<file path="config.mk">
export PLATFORM = sky130hd
export DESIGN_NAME = qpsk_symbol_mapper_flat
export DESIGN_NICKNAME = d
export VERILOG_FILES = /design/src/rtl/qpsk_symbol_mapper_if.sv /design/src/rtl/qpsk_symbol_mapper.sv /design/src/flat_wrapper.sv
export SDC_FILE = /design/constraint.sdc
export NUM_CORES = 1
export LEC_CHECK = 0
export ABC_AREA = 1
export BUFFER_PORTS_ARGS = -buffer_cell sky130_fd_sc_hd__buf_2
export CORE_ASPECT_RATIO = 0.8
export CORE_UTILIZATION = 56
export DETAILED_ROUTE_END_ITERATION = 10
export PLACE_DENSITY = 0.94
export SLEW_MARGIN = 20
export SYNTH_ARGS = -nofsm -noshare
export SYNTH_HDL_FRONTEND = slang
export SYNTH_SLANG_ARGS = --single-unit
export TNS_END_PERCENT = 100
</file>
<file path="constraint.sdc">
create_clock -name CLK -period 2.1 [get_ports CLK]
set_input_delay 0.21 -clock CLK [delete_from_list [all_inputs] [get_ports CLK]]
set_output_delay 0.21 -clock CLK [all_outputs]
set_load 0.01 [all_outputs]
</file>
<file path="src/rtl/qpsk_symbol_mapper_if.sv">
// Handshake and sample bundle between the bit FIFO, the QPSK mapper and its consumer.
// The mapper uses the slave modport; the FIFO/consumer side uses the master modport.
interface qpsk_symbol_mapper_if;
  logic              en;
  logic              fEmpty;
  logic              fData;
  logic              fRdEn;
  logic signed [7:0] iOut;
  logic signed [7:0] qOut;
  logic              symValid;
  logic              symStrobe;
  logic              underflow;

  modport master (
    output en, fEmpty, fData,
    input  fRdEn, iOut, qOut, symValid, symStrobe, underflow
  );

  modport slave (
    input  en, fEmpty, fData,
    output fRdEn, iOut, qOut, symValid, symStrobe, underflow
  );
endinterface

</file>
<file path="src/rtl/qpsk_symbol_mapper.sv">
// QPSK symbol mapper: fetches two bits per symbol from a FIFO and holds the I/Q pair for SPS cycles.
// Define QPSK_DIFF_ENC_EN to build the differential (DQPSK) variant with a 2-bit phase accumulator.
module qpsk_symbol_mapper #(
  parameter int unsigned       SPS = 4,
  parameter logic signed [7:0] AMP = 8'sd90
) (
  input logic                 CLK,
  input logic                 RST,
  qpsk_symbol_mapper_if.slave bus
);

  typedef enum logic [1:0] {
    RD0  = 2'd0,
    RD1  = 2'd1,
    MAP  = 2'd2,
    HOLD = 2'd3
  } state_t;

  // MAP and RD0/RD1 each take one cycle, so HOLD covers the remaining SPS-3 cycles.
  localparam logic [7:0] HOLD_LOAD = 8'(SPS - 32'd4);

  state_t            state_q, state_d;
  logic              b0_q, b0_d;
  logic [7:0]        cnt_q, cnt_d;
  logic signed [7:0] i_q, i_d;
  logic signed [7:0] q_q, q_d;
  logic              valid_q, valid_d;
  logic              strobe_q, strobe_d;
  logic              uflow_q, uflow_d;
  logic              rd_en_s;

`ifdef QPSK_DIFF_ENC_EN
  logic [1:0] phase_q, phase_d;

  // Gray-coded dibit to phase step: 00->0, 01->1, 11->2, 10->3.
  function automatic logic [1:0] phase_inc(input logic b0, input logic b1);
    return {b0, b0 ^ b1};
  endfunction

  function automatic logic signed [7:0] phase_i(input logic [1:0] ph);
    return (ph[1] ^ ph[0]) ? -AMP : AMP;
  endfunction

  function automatic logic signed [7:0] phase_q_rail(input logic [1:0] ph);
    return ph[1] ? -AMP : AMP;
  endfunction
`else
  function automatic logic signed [7:0] map_bit(input logic b);
    return b ? -AMP : AMP;
  endfunction
`endif

  assign bus.fRdEn     = RST & rd_en_s;
  assign bus.iOut      = i_q;
  assign bus.qOut      = q_q;
  assign bus.symValid  = valid_q;
  assign bus.symStrobe = strobe_q;
  assign bus.underflow = uflow_q;

  always_comb begin
    state_d  = state_q;
    b0_d     = b0_q;
    cnt_d    = cnt_q;
    i_d      = i_q;
    q_d      = q_q;
    valid_d  = valid_q;
    strobe_d = 1'b0;
    uflow_d  = 1'b0;
    rd_en_s  = 1'b0;
`ifdef QPSK_DIFF_ENC_EN
    phase_d  = phase_q;
`endif
    case (state_q)
      RD0, RD1: begin
        rd_en_s = bus.en & ~bus.fEmpty;
        if (state_q == RD1) begin
          b0_d = bus.fData;
        end else begin
          b0_d = b0_q;
        end
        if (rd_en_s) begin
          state_d = (state_q == RD0) ? RD1 : MAP;
        end else if (bus.en) begin
          // Starved while enabled: blank the outputs and flag the lost cycle.
          i_d     = 8'sd0;
          q_d     = 8'sd0;
          valid_d = 1'b0;
          uflow_d = 1'b1;
        end else begin
          i_d     = 8'sd0;
          q_d     = 8'sd0;
          valid_d = 1'b0;
        end
      end
      MAP: begin
`ifdef QPSK_DIFF_ENC_EN
        phase_d = phase_q + phase_inc(b0_q, bus.fData);
        i_d     = phase_i(phase_d);
        q_d     = phase_q_rail(phase_d);
`else
        i_d     = map_bit(b0_q);
        q_d     = map_bit(bus.fData);
`endif
        valid_d  = 1'b1;
        strobe_d = 1'b1;
        cnt_d    = HOLD_LOAD;
        state_d  = HOLD;
      end
      HOLD: begin
        if (cnt_q == 8'd0) begin
          state_d = RD0;
        end else begin
          cnt_d = cnt_q - 8'd1;
        end
      end
      default: begin
        state_d = RD0;
      end
    endcase
  end

  always_ff @(posedge CLK or negedge RST) begin
    if (!RST) begin
      state_q  <= RD0;
      b0_q     <= 1'b0;
      cnt_q    <= 8'd0;
      i_q      <= 8'sd0;
      q_q      <= 8'sd0;
      valid_q  <= 1'b0;
      strobe_q <= 1'b0;
      uflow_q  <= 1'b0;
`ifdef QPSK_DIFF_ENC_EN
      phase_q  <= 2'd0;
`endif
    end else begin
      state_q  <= state_d;
      b0_q     <= b0_d;
      cnt_q    <= cnt_d;
      i_q      <= i_d;
      q_q      <= q_d;
      valid_q  <= valid_d;
      strobe_q <= strobe_d;
      uflow_q  <= uflow_d;
`ifdef QPSK_DIFF_ENC_EN
      phase_q  <= phase_d;
`endif
    end
  end

endmodule

</file>
<file path="src/flat_wrapper.sv">
// flat-port wrapper written by rule: the top's interface ports become plain ports
module qpsk_symbol_mapper_flat 
#(
  parameter int unsigned       SPS = 4,
  parameter logic signed [7:0] AMP = 8'sd90
)
  (CLK, RST, bus_en, bus_fEmpty, bus_fData, bus_fRdEn, bus_iOut, bus_qOut, bus_symValid, bus_symStrobe, bus_underflow);
  qpsk_symbol_mapper_if bus_i ();
  input logic CLK;
  input logic RST;
  input wire logic [$bits(bus_i.en)-1:0] bus_en;
  input wire logic [$bits(bus_i.fEmpty)-1:0] bus_fEmpty;
  input wire logic [$bits(bus_i.fData)-1:0] bus_fData;
  output wire logic [$bits(bus_i.fRdEn)-1:0] bus_fRdEn;
  output wire logic [$bits(bus_i.iOut)-1:0] bus_iOut;
  output wire logic [$bits(bus_i.qOut)-1:0] bus_qOut;
  output wire logic [$bits(bus_i.symValid)-1:0] bus_symValid;
  output wire logic [$bits(bus_i.symStrobe)-1:0] bus_symStrobe;
  output wire logic [$bits(bus_i.underflow)-1:0] bus_underflow;
  assign bus_i.en = bus_en;
  assign bus_i.fEmpty = bus_fEmpty;
  assign bus_i.fData = bus_fData;
  assign bus_fRdEn = bus_i.fRdEn;
  assign bus_iOut = bus_i.iOut;
  assign bus_qOut = bus_i.qOut;
  assign bus_symValid = bus_i.symValid;
  assign bus_symStrobe = bus_i.symStrobe;
  assign bus_underflow = bus_i.underflow;
  qpsk_symbol_mapper #(.SPS(SPS), .AMP(AMP)) u_core (.CLK(CLK), .RST(RST), .bus(bus_i));
endmodule
</file>
==> reports/qor.csv, run 1 <==
stage,metric,value,unit
synthesis,sequential share of the synthesized area,42.35,%
synthesis,synthesized cell area,1064,µm²
placed_design,PortBufs,22,
synthesis,Synth area leaders,"dfrtp_1 42%, nand2_1 12%, buf_4 8.5%",
synthesis,Netlist cell types,18,
synthesis,Synth area leader,dfrtp_1,
routing,DRC violations left,0,
critical_path,worst path required time,1.89,ns
synthesis,Avg Inst Size Synth,8.057,µm²
synthesis,Synth Area in XOR/XNOR,3.294,%
power_and_ir_drop,Lkg Pwr,0.6838,nW
floorplan,Initial Utilization,62.27,%
cts,worst skew pair latency,0.29,ns
floorplan,row count,13,
synthesis,Synth Area in Compound Gates,4.235,%
power_and_ir_drop,clock share of power,11.9,%
power_and_ir_drop,Switching Power,825.9,µW
placed_design,placed cell areas,1104,µm²
floorplan,core area,1708,µm²
timing,worst hold margin,0.1385,ns
critical_path,Crit path arrival time,1.60,ns
synthesis,post-synthesis adder-cell area fraction,7.059,%
routing,"antenna viol nets, final",0,
placed_design,Placed Cells,164,
layout,Area Overhead vs Synth,8.117,%
critical_path,critical setup path kind,flop to output pin,
cts,CTS resizes,0,
power_and_ir_drop,proportion of power drawn by flip-flops and latches,33.6,%
floorplan,Die Ht,40.98,µm
timing,Final Hold Viols,0,
timing,setup TNS after final layout,0,ns
synthesis,Syn Inst Count,132,
routing,DRT iter0 DRCs,22,
timing,fin. max-slew vios,0,
flow_run,# Max-Cap Violations,0,
layout,fill count,146,
cts,CTS Hold Bufs,1,
layout,Non-Filler Instances,169,
cts,htree depth,1,
synthesis,Synth Area in Simple Gates,27.88,%
grt,largest net degree at the start of global routing,20,
grt,Total GRT Usage,22.96,%
layout,"leading cell type in the layout, fill and taps excluded",nand2_1,
floorplan,I/O pins,25,
floorplan,Die Wd,50.72,µm
cts,Post-CTS Setup Inserts,0,
routing,routed length per placed instance,11.90,µm
floorplan,die area,2079,µm²
cts,clock root buffer,clkbuf_4,
layout,footprint of the multi-input gates,459.2,µm²
synthesis,main combinational cell family by area after synthesis,simple AND/OR/NAND/NOR gates,
layout,nets@finish,159,
power_and_ir_drop,power density cells,1524,nW/µm²
layout,layout cells sized above 1,21.09,%
critical_path,crit end category,output pin,
routing,Via-to-Cell Ratio,5.183,
routing,Vias,876,
layout,Antenna Cells,0,
grt,vias in the first global route,765,
worst_hold_path,worst min-delay path class,primary input to flop,
synthesis,Ys Warns,0,
grt,global-route wire length before repair,3249,µm
layout,register area,450.4,µm²
synthesis,top cell type's share of synthesized area,42.35,%
grt,initial antenna violation count,0,
placed_design,Final GP Congestion,0.9163,
power_and_ir_drop,internal power,926.5,µW
cts,TritonCTS clock tree,yes,
power_and_ir_drop,worst vdd ir,1179,µV
power_and_ir_drop,Comb pwr share,54.5,%
cts,clk sinks,18,
power_and_ir_drop,Sw Ratio,47.13,%
placed_design,Final HPWL DP,1557,µm
critical_path,CP Launch Type,flop,
synthesis,Synth Register Bits,18,
layout,final instance area,1150,µm²
timing,# setup viols final,0,
critical_path,CP Max Fanout,5,
outcome,outcome,"finished, final reports clean",
routing,DRT Wirelength,2011,µm
timing,part of the cycle the worst path needs,86.21,%
timing,Clock Skews,0.001759,ns
synthesis,post-synthesis mux area share,0,%
cts,CTS Buffer Depth,2,
timing,RSZ-0062 raised after global routing,false,
cts,Num CTS Buffers,3,
timing,fmax,552.4,MHz
timing,min cycle time layout,1.810,ns
routing,DRT Pass-1 Iters,4,
grt,total grt overflow,0,
layout,most frequent cells in the layout,"33 x nand2_1, 22 x buf_2, 18 x dfrtp_1, 16 x nand3_1, 15 x inv_1",
cts,clock-pin slew on the worst setup and hold paths,0.10,ns
## power groups by stage
stage	Clock, mW	Sequential, mW	Combinational [mW]
2_1_floorplan	0	0.597	0.762
3_3_place_gp	0	0.583	0.893
3_5_place_dp	0	0.596	0.941
4_1_cts	0.215	0.588	0.949
5_1_grt	0.227	0.608	1.07
6_report	0.208	0.588	0.955
## logic make-up after synthesis
| logic type | count (synthesis) |
|---|---|
| AND/OR/NAND/NOR | 66 |
| XOR/XNOR | 4 |
| AO/OA/AOI/OAI | 9 |
| buffers and inverters | 28 |
| other | 1 |
| adder cells (fa/ha/maj) | 6 |
| flip-flops | 18 |
## worst max-delay path: stages (launching register included)
cell and delay [ns]:
dfrtp_1 0.47, inv_1 0.10, ha_1 0.22, nor2_1 0.18
inv_1 0.09, nand2_1 0.06, nor2_1 0.05, buf_2 0.14
## metal layers
metal	GRT usage, %	up-vias	wire, µm	share of wire [%]
met3	7.778	6	148	7.4
met1	26.29	400	858	43
met2	41.67	41	975	48
li1	-	429	-	-
met4	8.333	0	29	1.4
met5	0	-	0	0
## worst paths after layout
check,cells past startpoint,from,to,slack (ns)
setup / recovery,7,u_core.state_q[0],bus_fRdEn,0.29
hold / removal,3,bus_fEmpty,u_core.bus.underflow,0.14
setup reg to reg,8,u_core.state_q[0],u_core.bus.iOut[5],0.45
hold reg to reg,1,u_core.b0_q,u_core.bus.iOut[6],0.49
max in group asynchronous,2,RST,u_core.bus.symStrobe,1.46
min in group asynchronous,2,RST,u_core.cnt_q[6],0.36
## cells in the mapped netlist
cell / instances
nand2_1: 33
dfrtp_1: 18
nand3_1: 16
inv_1: 15
buf_4: 12
nor2_1: 10
ha_1: 6
o21ai_1: 5
o21ai_0: 4
xor2_1: 3
nand2_2: 2
nand4_1: 2
buf_6: 1
conb_1: 1
nand2_4: 1
nor2_2: 1
nor3b_2: 1
xnor2_1: 1
## registers in the layout (all words and copies together) (netlist names)
name	cells
u_core.bus.iOut	2
u_core.bus.qOut	3
u_core.bus.underflow	1
u_core.b0_q	1
u_core.state_q	2
u_core.cnt_q	8
u_core.bus.symStrobe	1
## per-stage QoR
stage                     util [%]  setup slack [ns]  power, mW
after floorplan                  -            0.7547      1.359
after global placement       64.62            0.5901      1.476
after detailed placement     64.62            0.4984      1.536
after CTS                    67.33            0.2992      1.752
after global routing         67.33            0.1221      1.908
final                        67.33            0.2897      1.752
## cell type report
cell class	instances	share of cell area, %
Inverter	15	4.897
Multi-Input combinational cell	87	39.93
Sequential cell	18	39.17
Clock buffer	4	3.156
Tap cell	22	2.394
Timing Repair Buffer	23	10.45
(Power assumes the default switching activity.)
==> run 2: changes to the inputs <==
--- a/config.mk
+++ b/config.mk
@@ -11,7 +11,6 @@
 export CORE_UTILIZATION = 56
 export DETAILED_ROUTE_END_ITERATION = 10
 export PLACE_DENSITY = 0.94
-export SLEW_MARGIN = 20
 export SYNTH_ARGS = -nofsm -noshare
 export SYNTH_HDL_FRONTEND = slang
 export SYNTH_SLANG_ARGS = --single-unit
==> constraint.sdc (replaced) <==
create_clock -name CLK -period 2.1 [get_ports CLK]
set_input_delay 0.525 -clock CLK [delete_from_list [all_inputs] [get_ports CLK]]
set_output_delay 0.525 -clock CLK [all_outputs]
set_load 0.01 [all_outputs]
==> reports/qor.csv, run 2 (synthesis results as in run 1) <==
stage,metric,value,unit,change
critical_path,critical setup path kind,flop to output pin,,
cts,clock root buffer,clkbuf_4,,
timing,fmax,504.5,MHz,-8.7%
timing,Final Hold Viols,0,,unchanged
flow_run,# Max-Cap Violations,0,,unchanged
critical_path,Critical R2R Capture,u_core.cnt_q[5],,
timing,part of the cycle the worst path needs,94.39,%,+8.2 points
outcome,outcome,"finished, final reports clean",,
floorplan,Die Wd,50.72,µm,unchanged
critical_path,cell mode on critical path,inv_1,,
routing,DRT Pass-1 Iters,4,,unchanged
floorplan,die area,2079,µm²,unchanged
cts,CTS Hold Bufs,0,,-1
timing,Clock Skews,0.01122,ns,+0.009464 ns
worst_hold_path,worst min-delay path class,primary input to async pin,,
timing,min cycle time layout,1.982,ns,+0.1719 ns
layout,max FFs per register,8,,unchanged
routing,Via-to-Cell Ratio,5.113,,-1.4%
layout,Area Overhead vs Synth,6.941,%,
critical_path,Crit path arrival time,1.46,ns,-0.14 ns
cts,CTS resizes,0,,unchanged
floorplan,row count,13,,unchanged
critical_path,crit path launch,u_core.state_q[1],,
grt,initial antenna violation count,0,,unchanged
routing,Vias,859,,-1.9%
grt,global-route wire length before repair,3284,µm,+1.1%
cts,clock-pin slew on the worst setup and hold paths,0.10,ns,about the same
timing,RSZ-0062 raised after global routing,false,,
timing,worst hold margin,0.1718,ns,+0.03330 ns
critical_path,r2r startpoint,u_core.cnt_q[0],,
routing,DRC violations left,0,,unchanged
floorplan,Die Ht,40.98,µm,unchanged
cts,htree depth,1,,unchanged
placed_design,Final GP Congestion,0.8775,,-4.2%
placed_design,Final HPWL DP,1554,µm,-0.18%
layout,Antenna Cells,0,,unchanged
cts,worst skew pair latency,0.29,ns,about the same
critical_path,CP Launch Type,flop,,
critical_path,crit end category,output pin,,
routing,"antenna viol nets, final",0,,unchanged
layout,nets@finish,159,,unchanged
power_and_ir_drop,power density cells,1512,nW/µm²,-0.82%
cts,Num CTS Buffers,3,,unchanged
critical_path,crit path to,bus_fRdEn,,
floorplan,I/O pins,25,,unchanged
timing,setup TNS after final layout,0,ns,unchanged
cts,CTS Buffer Depth,2,,unchanged
cts,clk sinks,18,,unchanged
critical_path,CP max stage delay,0.40,ns,-0.07 ns
routing,routed length per placed instance,12.14,µm,+2.0%
critical_path,crit-path cells,inv_1 -> ha_1 -> nor2_2 -> inv_1 -> nand2_1 -> nor2_1 -> buf_2,,
grt,total grt overflow,0,,unchanged
routing,DRT Wirelength,2040,µm,+1.4%
floorplan,core area,1708,µm²,unchanged
layout,most frequent cells in the layout,"33 x nand2_1, 22 x buf_2, 17 x dfrtp_1, 16 x nand3_1, 15 x inv_1",,
timing,fin. max-slew vios,0,,unchanged
grt,Total GRT Usage,23.39,%,+0.43 points
critical_path,cell depth of the worst setup path,7,,unchanged
layout,Biggest register,u_core.cnt_q,,
cts,TritonCTS clock tree,yes,,
critical_path,worst path required time,1.57,ns,-0.32 ns
grt,largest net degree at the start of global routing,19,,-5.0%
routing,DRT iter0 DRCs,22,,unchanged
timing,# setup viols final,0,,unchanged
power_and_ir_drop,worst vdd ir,900.6,µV,-24%
layout,"leading cell type in the layout, fill and taps excluded",nand2_1,,
critical_path,Worst Path Buf+Inv,3,,unchanged
critical_path,worst reg-to-reg path cell count,8,,unchanged
power_and_ir_drop,Lkg Pwr,0.6763,nW,-1.1%
grt,vias in the first global route,764,,-0.13%
critical_path,Register-to-Register Setup Slack,0.50,ns,+0.05 ns
critical_path,CP Max Fanout,4,,-1
cts,Post-CTS Setup Inserts,0,,unchanged
critical_path,critical path's slowest cell,dfrtp_1,,
critical_path,top cell family by delay on the critical path,flip-flops,,
layout,layout cells sized above 1,22.60,%,+1.5 points
placed_design,PortBufs,22,,unchanged
floorplan,Initial Utilization,62.27,%,unchanged
[run 2: changes by cell type in the layout (fill, tap and decap cells not counted)]
cell           change
nor2_2             +1
dfrtp_1            -1
nor2_1             -1
clkbuf_8           -1
buf_4              +1
dlygate4sd3_1      -1
dfrtp_2            +1
[run 2: final cells by class]
type	count	area, µm²
fill	151	570.5
timing repair buffer	23	117.6
clock buffer	3	22.52
multi-input combinational	87	461.7
inverter	15	56.30
tap	22	27.53
sequential	18	451.7
[run 2: per-layer routing]
metal / track usage [%] / part of all wire [%]
met5: 0 / 0
met2: 43.00 / 50
met1: 26.28 / 43
met4: 9.722 / 0.59
met3: 7.407 / 6.4
[run 2: where the power goes]
group / leakage [nW] / internal, mW / total (mW) / switching (mW)
logic: 0.427 / 0.351 / 0.965 / 0.614
registers: 0.235 / 0.478 / 0.589 / 0.111
clock network: 0.0138 / 0.0668 / 0.166 / 0.0990
total: 0.676 / 0.896 / 1.72 / 0.824
[run 2: how the worst min path moves through the flow]
stage / from / endpoint / slack [ns] / cells after the start
5_1_grt: RST / u_core.cnt_q[0] / 0.19 / 2
2_1_floorplan: RST / u_core.b0_q / 0.23 / 0
4_1_cts: RST / u_core.cnt_q[0] / 0.18 / 2
3_3_place_gp: u_core.b0_q / u_core.bus.iOut[6] / 0.46 / 1
3_5_place_dp: u_core.b0_q / u_core.bus.iOut[6] / 0.48 / 1
6_report: RST / u_core.cnt_q[0] / 0.17 / 2
[run 2: worst reg2reg max path: stages, from the launching register on]
cell and delay (ns):
dfrtp_1 0.38, inv_1 0.16, ha_1 0.24, nor3b_2 0.20, nand2_2 0.10, nand2_4 0.16
nand2_1 0.11, nand2_1 0.09, nand2_1 0.05
[run 2: per-stage QoR]
stage                     instance area, µm²  cells  power, mW  worst slack (ns)  utilization (%)
after floorplan                         1067    133      1.359            0.5976                -
after global placement                  1111    165      1.471            0.4646            65.05
after detailed placement                1111    165      1.540            0.3755            65.05
after CTS                               1134    168      1.704           0.03827            66.37
after global routing                    1137    168      1.872          0.007102            66.59
final                                   1137    168      1.719            0.1177            66.59
==> run 3: changes to the inputs <==
--- a/config.mk
+++ b/config.mk
@@ -10,7 +10,7 @@
 export CORE_ASPECT_RATIO = 0.8
 export CORE_UTILIZATION = 56
 export DETAILED_ROUTE_END_ITERATION = 10
-export PLACE_DENSITY = 0.94
+export PLACE_DENSITY = 0.83
 export SYNTH_ARGS = -nofsm -noshare
 export SYNTH_HDL_FRONTEND = slang
 export SYNTH_SLANG_ARGS = --single-unit
==> reports/qor.csv, run 3 (synthesis results as in run 1) <==
stage,metric,value,unit,change
grt,initial antenna violation count,0,,unchanged
timing,# setup viols final,0,,unchanged
timing,worst hold margin,0.1691,ns,-0.002728 ns
grt,total grt overflow,0,,unchanged
critical_path,Register-to-Register Setup Slack,0.55,ns,+0.05 ns
routing,DRT Pass-1 Iters,4,,unchanged
flow_run,# Max-Cap Violations,0,,unchanged
layout,Non-Filler Instances,170,,+1.2%
layout,most frequent cells in the layout,"33 x nand2_1, 22 x buf_2, 18 x dfrtp_1, 16 x nand3_1, 14 x inv_1",,
critical_path,worst reg-to-reg path cell count,6,,-2
worst_hold_path,worst min-delay path class,primary input to async pin,,
critical_path,CP max stage delay,0.42,ns,+0.02 ns
critical_path,crit end category,output pin,,
grt,vias in the first global route,721,,-5.6%
floorplan,die area,2079,µm²,unchanged
cts,Num CTS Buffers,3,,unchanged
layout,final instance area,1160,µm²,+2.0%
routing,Via-to-Cell Ratio,5.053,,-1.2%
layout,max FFs per register,8,,unchanged
timing,fin. max-slew vios,0,,unchanged
routing,DRT Wirelength,2040,µm,unchanged
cts,CTS Hold Bufs,0,,unchanged
power_and_ir_drop,Comb pwr share,55.2,%,-0.9 points
placed_design,PortBufs,22,,unchanged
power_and_ir_drop,power density cells,1539,nW/µm²,+1.8%
floorplan,Die Wd,50.72,µm,unchanged
layout,Antenna Cells,0,,unchanged
cts,CTS Buffer Depth,2,,unchanged
power_and_ir_drop,Lkg Pwr,0.6874,nW,+1.6%
critical_path,critical path's slowest cell,dfrtp_1,,
placed_design,Placed Cells,165,,unchanged
power_and_ir_drop,worst vdd ir,1072,µV,+19%
placed_design,placed cell areas,1111,µm²,unchanged
cts,clock root buffer,clkbuf_4,,
critical_path,worst path required time,1.57,ns,about the same
outcome,outcome,"finished, final reports clean",,
critical_path,Critical R2R Capture,u_core.bus.iOut[5],,
routing,DRC violations left,0,,unchanged
layout,layout cells sized above 1,24.32,%,+1.7 points
grt,global-route wire length before repair,3132,µm,-4.6%
power_and_ir_drop,proportion of power drawn by flip-flops and latches,32.8,%,-1.4 points
placed_design,Final GP Congestion,0.7841,,-11%
critical_path,CP Launch Type,flop,,
cts,worst skew pair latency,0.30,ns,about the same
cts,clk sinks,18,,unchanged
floorplan,Initial Utilization,62.27,%,unchanged
critical_path,CP Max Fanout,4,,unchanged
cts,clock-pin slew on the worst setup and hold paths,0.10,ns,about the same
floorplan,Die Ht,40.98,µm,unchanged
floorplan,I/O pins,25,,unchanged
timing,min cycle time layout,1.974,ns,-0.008177 ns
power_and_ir_drop,Switching Power,837.4,µW,+1.7%
timing,setup TNS after final layout,0,ns,unchanged
floorplan,row count,13,,unchanged
routing,Vias,859,,unchanged
layout,"leading cell type in the layout, fill and taps excluded",nand2_1,,
timing,RSZ-0062 raised after global routing,false,,
grt,largest net degree at the start of global routing,19,,unchanged
routing,routed length per placed instance,12.00,µm,-1.2%
power_and_ir_drop,Sw Ratio,46.91,%,-1.0 points
critical_path,Crit path arrival time,1.45,ns,about the same
layout,nets@finish,160,,+0.63%
grt,Total GRT Usage,22.81,%,-0.58 points
power_and_ir_drop,clock share of power,12.0,%,+2.4 points
routing,"antenna viol nets, final",0,,unchanged
cts,htree depth,1,,unchanged
floorplan,core area,1708,µm²,unchanged
critical_path,Worst Path Buf+Inv,3,,unchanged
timing,Final Hold Viols,0,,unchanged
timing,part of the cycle the worst path needs,94.00,%,-0.39 points
timing,fmax,506.6,MHz,+0.41%
timing,Clock Skews,0.002345,ns,-0.008879 ns
critical_path,top cell family by delay on the critical path,flip-flops,,
power_and_ir_drop,internal power,947.9,µW,+5.8%
critical_path,r2r startpoint,u_core.state_q[0],,
critical_path,crit-path cells,inv_2 -> ha_1 -> nor2_2 -> inv_1 -> nand2_1 -> nor2_1 -> buf_2,,
routing,DRT iter0 DRCs,39,,+77%
layout,Area Overhead vs Synth,9.059,%,
critical_path,critical setup path kind,flop to output pin,,
placed_design,Final HPWL DP,1505,µm,-3.1%
layout,fill count,139,,-7.9%
cts,TritonCTS clock tree,yes,,
layout,Biggest register,u_core.cnt_q,,
layout,Finished Core Util,67.91,%,+1.3 points
run 3: cell types whose count changed in the layout (fill, tap and decap cells not counted), sizes merged:
cell / previous run / this run
clkbuf: 3 / 4
buf: 23 / 24
run 3: worst max path at each step:
| stage | startpoint | slack [ns] | to | cells past startpoint |
|---|---|---|---|---|
| 6_report | u_core.state_q[1] | 0.13 | bus_fRdEn | 7 |
| 3_5_place_dp | u_core.state_q[0] | 0.37 | bus_fRdEn | 7 |
| 4_1_cts | u_core.state_q[0] | 0.02 | bus_fRdEn | 7 |
| 5_1_grt | u_core.state_q[0] | 0.02 | bus_fRdEn | 7 |
| 2_1_floorplan | u_core.state_q[0] | 0.60 | bus_fRdEn | 6 |
| 3_3_place_gp | u_core.state_q[0] | 0.46 | bus_fRdEn | 7 |
run 3: metrics by stage:
step / total power, mW / setup slack, ns
global placement: 1.478 / 0.4634
finish: 1.785 / 0.1259
global route: 1.935 / 0.01653
CTS: 1.758 / 0.02043
floorplan: 1.359 / 0.5976
detailed placement: 1.537 / 0.3698
run 3: timing repair:
action,4_1_cts,5_1_grt
endpoints found under the setup margin,0,1
gates resized for setup,0,3
buffers inserted,0,1
run 3: power by group through the flow:
| stage | combinational (mW) | sequential (mW) | clock [mW] |
|---|---|---|---|
| 3_3_place_gp | 0.899 | 0.579 | 0 |
| 3_5_place_dp | 0.944 | 0.593 | 0 |
| 4_1_cts | 0.952 | 0.584 | 0.221 |
| 5_1_grt | 1.10 | 0.601 | 0.233 |
| 2_1_floorplan | 0.762 | 0.597 | 0 |
| 6_report | 0.985 | 0.586 | 0.214 |
run 3: final cells by class:
cell class	instances	area, µm²	share of cell area [%]
Multi-Input combinational cell	87	464.2	40.02
Clock buffer	4	36.28	3.128
Sequential cell	18	450.4	38.84
Timing Repair Buffer	24	125.1	10.79
Inverter	15	56.30	4.854
Tap cell	22	27.53	2.373
run 3: worst reg2reg max path, delay by kind of cell, from the launching register on:
family                   cells  cell delay, ns
AND/OR/NAND/NOR              3            0.45
flip-flops                   1            0.43
adder cells (fa/ha/maj)      1            0.29
AO/OA/AOI/OAI                1            0.19
buffers and inverters        1            0.10
run 3: metal layers:
metal / routed length (µm) / track usage, % / up-vias
met1: 932 / 26.26 / 392
met2: 976 / 41.00 / 27
met4: 31 / 8.333 / 0
met5: 0 / 0 / -
li1: - / - / 435
met3: 100 / 7.778 / 5
